File: src/rtl/uart_pkg.sv
// uart_pkg: shared constants, FSM state encodings and parity helpers for uart_core
// Contents: OVERSAMPLE, parity_mode encodings, state_t, par_en(), par_bit()
package uart_pkg;
  localparam int OVERSAMPLE = 16;
  // parity_mode encodings; any other value means no parity bit
  localparam logic [1:0] PAR_EVEN = 2'b01;
  localparam logic [1:0] PAR_ODD = 2'b10;
  typedef logic [2:0] state_t;
  localparam state_t ST_IDLE = 3'd0;
  localparam state_t ST_START = 3'd1;
  localparam state_t ST_DATA = 3'd2;
  localparam state_t ST_PARITY = 3'd3;
  localparam state_t ST_STOP = 3'd4;
  function automatic logic par_en(input logic [1:0] m);
    return m == PAR_EVEN || m == PAR_ODD;
  endfunction
  // data is zero-extended to 9 bits, which leaves its parity unchanged
  function automatic logic par_bit(input logic [8:0] d, input logic [1:0] m);
    return (^d) ^ (m == PAR_ODD);
  endfunction
endpackage

File: src/rtl/uart_fifo.sv
// uart_fifo: show-ahead synchronous FIFO with full/empty flags
// Ports: clk, rstn (async active-low), i_push/i_wdata write side,
//        i_pop/o_rdata read side (o_rdata reads 0 while empty), o_full, o_empty
module uart_fifo #(
  parameter int WIDTH = 8,
  parameter int DEPTH = 16
) (
  input  logic             clk,
  input  logic             rstn,
  input  logic             i_push,
  input  logic [WIDTH-1:0] i_wdata,
  input  logic             i_pop,
  output logic [WIDTH-1:0] o_rdata,
  output logic             o_full,
  output logic             o_empty
);
  localparam int AW = $clog2(DEPTH);
  logic [WIDTH-1:0] r_mem [DEPTH];
  logic [AW:0] r_wr, r_rd;
  logic w_push, w_pop;
  assign o_empty = r_wr == r_rd;
  assign o_full = (r_wr[AW] != r_rd[AW]) && (r_wr[AW-1:0] == r_rd[AW-1:0]);
  assign w_pop = i_pop && !o_empty;
  // a simultaneous pop frees the slot being written, so push+pop on full is allowed
  assign w_push = i_push && (!o_full || i_pop);
  assign o_rdata = o_empty ? '0 : r_mem[r_rd[AW-1:0]];
  always_ff @(posedge clk or negedge rstn)
    if (!rstn) begin
      r_wr <= '0;
      r_rd <= '0;
    end else begin
      r_wr <= r_wr + {{AW{1'b0}}, w_push};
      r_rd <= r_rd + {{AW{1'b0}}, w_pop};
    end
  always_ff @(posedge clk)
    if (w_push) r_mem[r_wr[AW-1:0]] <= i_wdata;
endmodule

File: src/rtl/uart_core.sv
// uart_core: 16x-oversampled UART with RX/TX FIFOs, optional parity and 1/2 stop bits
// Ports: clk, rstn (async active-low), divisor (tick period - 1), parity_mode, stop2,
//        rx/rd_en -> rx_data, rx_perr, rx_ferr, rx_empty, rx_overrun (clr_overrun),
//        wr_en/wdata -> tx_full, tx, tx_busy
module uart_core
  import uart_pkg::*;
#(
  parameter int DATA_BITS = 8,
  parameter int FIFO_DEPTH = 16
) (
  input  logic                 clk,
  input  logic                 rstn,
  input  logic [15:0]          divisor,
  input  logic [1:0]           parity_mode,
  input  logic                 stop2,
  input  logic                 rx,
  input  logic                 rd_en,
  output logic [DATA_BITS-1:0] rx_data,
  output logic                 rx_perr,
  output logic                 rx_ferr,
  output logic                 rx_empty,
  output logic                 rx_overrun,
  input  logic                 clr_overrun,
  input  logic                 wr_en,
  input  logic [DATA_BITS-1:0] wdata,
  output logic                 tx_full,
  output logic                 tx,
  output logic                 tx_busy
);
  localparam logic [3:0] LAST_TICK = 4'(OVERSAMPLE - 1);
  localparam logic [3:0] LAST_BIT = 4'(DATA_BITS - 1);
  // the detection tick is the first start-bit tick, so the 8th lands at count 6
  localparam logic [3:0] START_TICK = 4'(OVERSAMPLE / 2 - 2);
  logic [15:0] r_baud_cnt, r_div;
  logic w_tick;
  // divisor is only sampled on wrap so a change never truncates a tick period
  assign w_tick = r_baud_cnt == r_div;
  always_ff @(posedge clk or negedge rstn)
    if (!rstn) begin
      r_baud_cnt <= '0;
      r_div <= '0;
    end else begin
      r_baud_cnt <= w_tick ? '0 : r_baud_cnt + 16'd1;
      r_div <= w_tick ? divisor : r_div;
    end
  state_t r_rx_st;
  logic [3:0] r_rx_cnt, r_rx_bits;
  logic [DATA_BITS-1:0] r_rx_shift;
  logic [1:0] r_rx_pm;
  logic r_rx_s2, r_rx_perr, r_rx_ferr, r_ovr;
  logic w_rx_mid, w_rx_last, w_rx_full;
  logic [DATA_BITS+1:0] w_rx_word, w_rx_head;
  assign w_rx_mid = w_tick && r_rx_cnt == LAST_TICK;
  assign w_rx_last = r_rx_st == ST_STOP && w_rx_mid && !(r_rx_s2 && r_rx_bits == 4'd0);
  // the final stop sample is folded into ferr on the same edge it is pushed
  assign w_rx_word = {r_rx_perr, r_rx_ferr | !rx, r_rx_shift};
  always_ff @(posedge clk or negedge rstn)
    if (!rstn) begin
      r_rx_st <= ST_IDLE;
      r_rx_cnt <= '0;
      r_rx_bits <= '0;
      r_rx_shift <= '0;
      r_rx_pm <= '0;
      r_rx_s2 <= 1'b0;
      r_rx_perr <= 1'b0;
      r_rx_ferr <= 1'b0;
    end else if (w_tick) begin
      r_rx_cnt <= r_rx_cnt + 4'd1;
      case (r_rx_st)
        ST_IDLE: if (!rx) begin
          r_rx_st <= ST_START;
          r_rx_cnt <= '0;
          r_rx_bits <= '0;
          r_rx_pm <= parity_mode;
          r_rx_s2 <= stop2;
          r_rx_perr <= 1'b0;
          r_rx_ferr <= 1'b0;
        end
        ST_START: if (r_rx_cnt == START_TICK) begin
          r_rx_cnt <= '0;
          r_rx_st <= rx ? ST_IDLE : ST_DATA;
        end
        ST_DATA: if (w_rx_mid) begin
          r_rx_shift <= {rx, r_rx_shift[DATA_BITS-1:1]};
          r_rx_bits <= r_rx_bits == LAST_BIT ? 4'd0 : r_rx_bits + 4'd1;
          r_rx_st <= r_rx_bits != LAST_BIT ? ST_DATA : par_en(r_rx_pm) ? ST_PARITY : ST_STOP;
        end
        ST_PARITY: if (w_rx_mid) begin
          r_rx_perr <= rx ^ par_bit(9'(r_rx_shift), r_rx_pm);
          r_rx_st <= ST_STOP;
        end
        ST_STOP: if (w_rx_mid) begin
          r_rx_ferr <= r_rx_ferr | !rx;
          r_rx_bits <= r_rx_bits + 4'd1;
          r_rx_st <= w_rx_last ? ST_IDLE : ST_STOP;
        end
        default: r_rx_st <= ST_IDLE;
      endcase
    end
  uart_fifo #(.WIDTH(DATA_BITS + 2), .DEPTH(FIFO_DEPTH)) u_rx_fifo (
    .clk(clk),
    .rstn(rstn),
    .i_push(w_rx_last),
    .i_wdata(w_rx_word),
    .i_pop(rd_en),
    .o_rdata(w_rx_head),
    .o_full(w_rx_full),
    .o_empty(rx_empty)
  );
  assign {rx_perr, rx_ferr, rx_data} = w_rx_head;
  always_ff @(posedge clk or negedge rstn)
    if (!rstn) r_ovr <= 1'b0;
    else r_ovr <= (w_rx_last && w_rx_full && !rd_en) || (r_ovr && !clr_overrun);
  assign rx_overrun = r_ovr;
  state_t r_tx_st;
  logic [3:0] r_tx_cnt, r_tx_bits;
  logic [DATA_BITS-1:0] r_tx_shift, w_tx_head;
  logic [1:0] r_tx_pm;
  logic r_tx_s2, r_tx_pbit;
  logic w_tx_empty, w_tx_mid, w_tx_end, w_tx_load;
  assign w_tx_mid = w_tick && r_tx_cnt == LAST_TICK;
  assign w_tx_end = r_tx_st == ST_STOP && w_tx_mid && !(r_tx_s2 && r_tx_bits == 4'd0);
  // chaining straight from the last stop bit into the next start bit avoids an idle clock
  assign w_tx_load = !w_tx_empty && (r_tx_st == ST_IDLE || w_tx_end);
  uart_fifo #(.WIDTH(DATA_BITS), .DEPTH(FIFO_DEPTH)) u_tx_fifo (
    .clk(clk),
    .rstn(rstn),
    .i_push(wr_en),
    .i_wdata(wdata),
    .i_pop(w_tx_load),
    .o_rdata(w_tx_head),
    .o_full(tx_full),
    .o_empty(w_tx_empty)
  );
  always_ff @(posedge clk or negedge rstn)
    if (!rstn) begin
      r_tx_st <= ST_IDLE;
      r_tx_cnt <= '0;
      r_tx_bits <= '0;
      r_tx_shift <= '0;
      r_tx_pm <= '0;
      r_tx_s2 <= 1'b0;
      r_tx_pbit <= 1'b0;
    end else if (w_tx_load) begin
      r_tx_st <= ST_START;
      r_tx_cnt <= '0;
      r_tx_bits <= '0;
      r_tx_shift <= w_tx_head;
      r_tx_pm <= parity_mode;
      r_tx_s2 <= stop2;
      r_tx_pbit <= par_bit(9'(w_tx_head), parity_mode);
    end else if (w_tick && r_tx_st != ST_IDLE) begin
      r_tx_cnt <= r_tx_cnt + 4'd1;
      if (w_tx_mid)
        case (r_tx_st)
          ST_START: r_tx_st <= ST_DATA;
          ST_DATA: begin
            r_tx_shift <= r_tx_shift >> 1;
            r_tx_bits <= r_tx_bits == LAST_BIT ? 4'd0 : r_tx_bits + 4'd1;
            r_tx_st <= r_tx_bits != LAST_BIT ? ST_DATA : par_en(r_tx_pm) ? ST_PARITY : ST_STOP;
          end
          ST_PARITY: r_tx_st <= ST_STOP;
          ST_STOP: begin
            r_tx_bits <= r_tx_bits + 4'd1;
            r_tx_st <= w_tx_end ? ST_IDLE : ST_STOP;
          end
          default: r_tx_st <= ST_IDLE;
        endcase
    end
  assign tx = r_tx_st == ST_START ? 1'b0 : r_tx_st == ST_DATA ? r_tx_shift[0] : r_tx_st == ST_PARITY ? r_tx_pbit : 1'b1;
  assign tx_busy = r_tx_st != ST_IDLE;
endmodule

File: config.mk
export PLATFORM = sky130hd
export DESIGN_NAME = uart_core
export DESIGN_NICKNAME = d
export VERILOG_FILES = /design/src/rtl/uart_pkg.sv /design/src/rtl/uart_fifo.sv /design/src/rtl/uart_core.sv
export SDC_FILE = /design/constraint.sdc
export NUM_CORES = 1
export LEC_CHECK = 0
export BUFFER_PORTS_ARGS = -buffer_cell sky130_fd_sc_hd__buf_2
export CORE_UTILIZATION = 55
export DETAILED_ROUTE_END_ITERATION = 8
export GPL_ROUTABILITY_DRIVEN = 0
export GPL_TIMING_DRIVEN = 0
export PLACE_DENSITY_LB_ADDON = 0.25
export SLEW_MARGIN = 15
export SYNTH_ARGS = -nofsm -noshare
export SYNTH_HDL_FRONTEND = slang
export SYNTH_HIERARCHICAL = 1
export SYNTH_SLANG_ARGS = --single-unit
File: constraint.sdc
create_clock -name clk -period 11.1 [get_ports clk]
set_clock_uncertainty 0.2 [all_clocks]
set_input_delay 1.11 -clock clk [delete_from_list [all_inputs] [get_ports clk]]
set_output_delay 1.11 -clock clk [all_outputs]
set_load 0.05 [all_outputs]
==> qor.yml <==
routing:
  firstDrtPassIters: 5
  wire_per_inst_um: 21.4
  drc_errors: 0
  vias: 9253
  drt_iter0_markers: 716
  drt_wl_total_um: 33700
  antenna_left: 0
  vias_per_cell: 5.87
die:
  die_h_um: 176
  die_w_um: 176
  core-area_mm2: 0.0296
  start_util: 0.560
  rows: 63
  pin_count: 48
  dieArea_mm2: 0.0309
logic_synthesis:
  synth-main-ff-cell: "edfxtp_1"
  yosysMostFrequentCell: "edfxtp_1"
  yosysWarnings: 6
  synthCells: 1041
  synth_commonest_cells: "edfxtp_1 (288), dfrtp_1 (100), nand2_1 (99)"
  synth_seq_area_share: 0.672
  ys_seq_elements: 388
  netlist-cell-type-count: 59
  netlist_area_mm2: 0.0166
  synth_edf_count: 288
  async_reset_ff_frac: 0.258
  yosysTopAreaCell: "edfxtp_1"
  yosysTopAreaCellShare: 0.521
  synthTopCellsByArea: "edfxtp_1 (52%), dfrtp_1 (15%), mux4_2 (5.8%), mux4_1 (4.6%), nand2_1 (2.2%)"
  syn_nets: 1091
  avgSynthCellArea_um2: 15.9
clocking:
  cts_root_buffer: "clkbuf_16"
  path_clk_slew_ns: 0.06
  cts_hold_buf: 0
  cts.sinks: 388
  htreeDepth: 2
  tritoncts: "built"
  numCtsBuffers: 41
  clockBufferDepth: 3
  postCtsSetupBuffers: 0
  ctsResizeCount: 0
  worstSkewPairLatency_ns: 0.53
worst_setup_path:
  critPathMaxFanout: 10
  critPathKind: "flop to flop"
  start_kind: "flop"
  crit_required_ns: 11.14
  worstPathArrival_ns: 4.25
  end_kind: "flop"
sta:
  slew_headroom: 0.313
  max_freq_mhz: 238
  setup_viol: 0
  finalCritPeriodShare: 0.379
  min_period_ns: 4.21
  rsz0062_at_grt: "false"
  holdWs_ns: 0.240
  hold_viol_final: 0
  slew_viol_final: 0
  tns_ns: 0
  worstMarginPinSlew_ns: 1.03
layout:
  antenna_cells: 0
  drive_gt1_frac: 0.219
  finalNonFillerCells: 1576
  final_nets: 1204
  area_delta_synth_final_pct: 14.5
  fin_area_mm2: 0.0190
power_and_ir_drop:
  p_int_w: 0.00291
  power_frac_comb: 0.289
  powerDensity_mw_per_mm2: 223
  p_sw_w: 0.00133
  power_frac_clock: 0.312
  p_leak_nw: 6.44
  pwr-share-seq: 0.398
  ir_drop_mv: 0.173
  p_sw_frac: 0.314
grt:
  grt_max_degree: 77
  track_usage: 0.228
  grt_pass1_wl_um: 53000
  grt.overflow.total: 0
  antenna_found_initial: 0
  grt_pass1_vias: 9347
status:
  outcome: "finished, final reports clean"
placed_design:
  port_buffers: 47
  dp_hpwl_um: 22400
  place_area_mm2: 0.0177
  dp.cells: 1501
run:
  drv_cap: 0
hold_path:
  worstHoldPathType: "primary input to async pin"
==> logic make-up (layout without fill, tap and decap cells) <==
family                   count (synthesis)  count (layout)  share of synthesized area
buffers and inverters                   77             222                     0.0243
adder cells (fa/ha/maj)                 17              17                     0.0128
multiplexers                            97              97                      0.121
flip-flops                             388             388                      0.672
AO/OA/AOI/OAI                          127             127                     0.0534
XOR/XNOR                                75              75                     0.0396
AND/OR/NAND/NOR                        260             260                     0.0774
==> metal layers <==
layer  vias to the layer above  wire length, µm  GRT usage
met2                       269            16900      0.380
li1                       4253                -          -
met3                        50             1550     0.0327
met1                      4681            14600      0.315
met4                         0              658     0.0630
met5                         -                0          0
==> per-stage QoR <==
| stage | total power, W | utilization | setup WS (ns) |
|---|---|---|---|
| 3_5_place_dp | 0.00295 | 0.596 | 6.91 |
| 4_1_cts | 0.00428 | 0.640 | 6.87 |
| 6_report | 0.00424 | 0.641 | 6.89 |
| 2_1_floorplan | 0.00261 | - | 7.61 |
| 5_1_grt | 0.00443 | 0.641 | 6.58 |
| 3_3_place_gp | 0.00290 | 0.584 | 6.45 |
==> flip-flops by register name, summed over array words and instances, names as in the netlist, 8 cells and up <==
signal and flops:
r_div 16, r_rx_shift 8, r_tx_shift 8, u_tx_fifo/r_mem 128
u_rx_fifo/r_mem 160, r_baud_cnt 16
==> final cells by class <==
class / count / area [µm²]
clock inverters: 19 / 189
well taps: 390 / 488
fillers: 2186 / 10600
clock buffers: 56 / 1120
flip-flops and latches: 388 / 11200
repair buffers: 70 / 429
plain buffers: 61 / 343
multi-input cells: 576 / 5220
inverters: 16 / 60.1
==> layout by cell type, fill, tap and decap left out, types with 7 or more instances in the layout <==
cell / Yosys / layout
dfrtp_1: 100 / 100
clkbuf_1: 24 / 35
xor2_1: 40 / 40
a22oi_1: 46 / 46
and2_1: 7 / 7
clkinv_1: 2 / 8
mux4_2: 43 / 43
nor2b_1: 14 / 14
nand3_1: 27 / 27
buf_6: 9 / 10
buf_4: 4 / 24
nand2_1: 99 / 99
nor3_2: 0 / 8
edfxtp_1: 288 / 288
o21ai_0: 20 / 20
xnor2_1: 35 / 35
nor4_2: 5 / 11
o21ai_1: 8 / 8
nor2_1: 46 / 46
a311oi_2: 0 / 16
nand2b_1: 7 / 7
mux2i_1: 10 / 10
mux2_2: 11 / 11
mux4_1: 29 / 29
buf_2: 16 / 64
clkbuf_16: 0 / 41
ha_1: 17 / 17
inv_1: 14 / 14
a21oi_1: 20 / 20
==> power groups by stage <==
stage | Combinational, W | Sequential (W) | Clock, W
after floorplan | 0.000905 | 0.00171 | 0
after global placement | 0.00118 | 0.00172 | 0
after detailed placement | 0.00123 | 0.00172 | 0
after CTS | 0.00124 | 0.00169 | 0.00135
after global routing | 0.00132 | 0.00170 | 0.00141
final | 0.00123 | 0.00169 | 0.00132
==> worst max-delay path: stages (launching register included) <==
cell      delay, ns
dfrtp_1        0.44
xor2_1         0.17
nor4_2         0.38
nand4_2        0.38
nor3_1         0.38
and3_1         0.32
clkinv_1       0.33
clkbuf_1       0.40
a311oi_2       0.64
buf_4          0.27
==> worst paths after layout <==
check	endpoint	from	slack, ns	cells past startpoint
setup / recovery	u_rx_fifo/r_mem[11][7]$_DFFE_PP_	r_baud_cnt[8]$_DFF_PN0_	6.89	9
hold / removal	r_rx_ferr$_DFFE_PN0P_	rstn	0.24	1
setup reg to reg	u_rx_fifo/r_mem[11][7]$_DFFE_PP_	r_baud_cnt[8]$_DFF_PN0_	6.89	9
hold reg to reg	u_tx_fifo/r_rd[4]$_DFF_PN0_	u_tx_fifo/r_rd[4]$_DFF_PN0_	0.29	1
max in group asynchronous	u_tx_fifo/r_rd[0]$_DFF_PN0_	rstn	9.79	2
min in group clk	u_tx_fifo/r_rd[4]$_DFF_PN0_	u_tx_fifo/r_rd[4]$_DFF_PN0_	0.29	1
(Power assumes the default switching activity.)
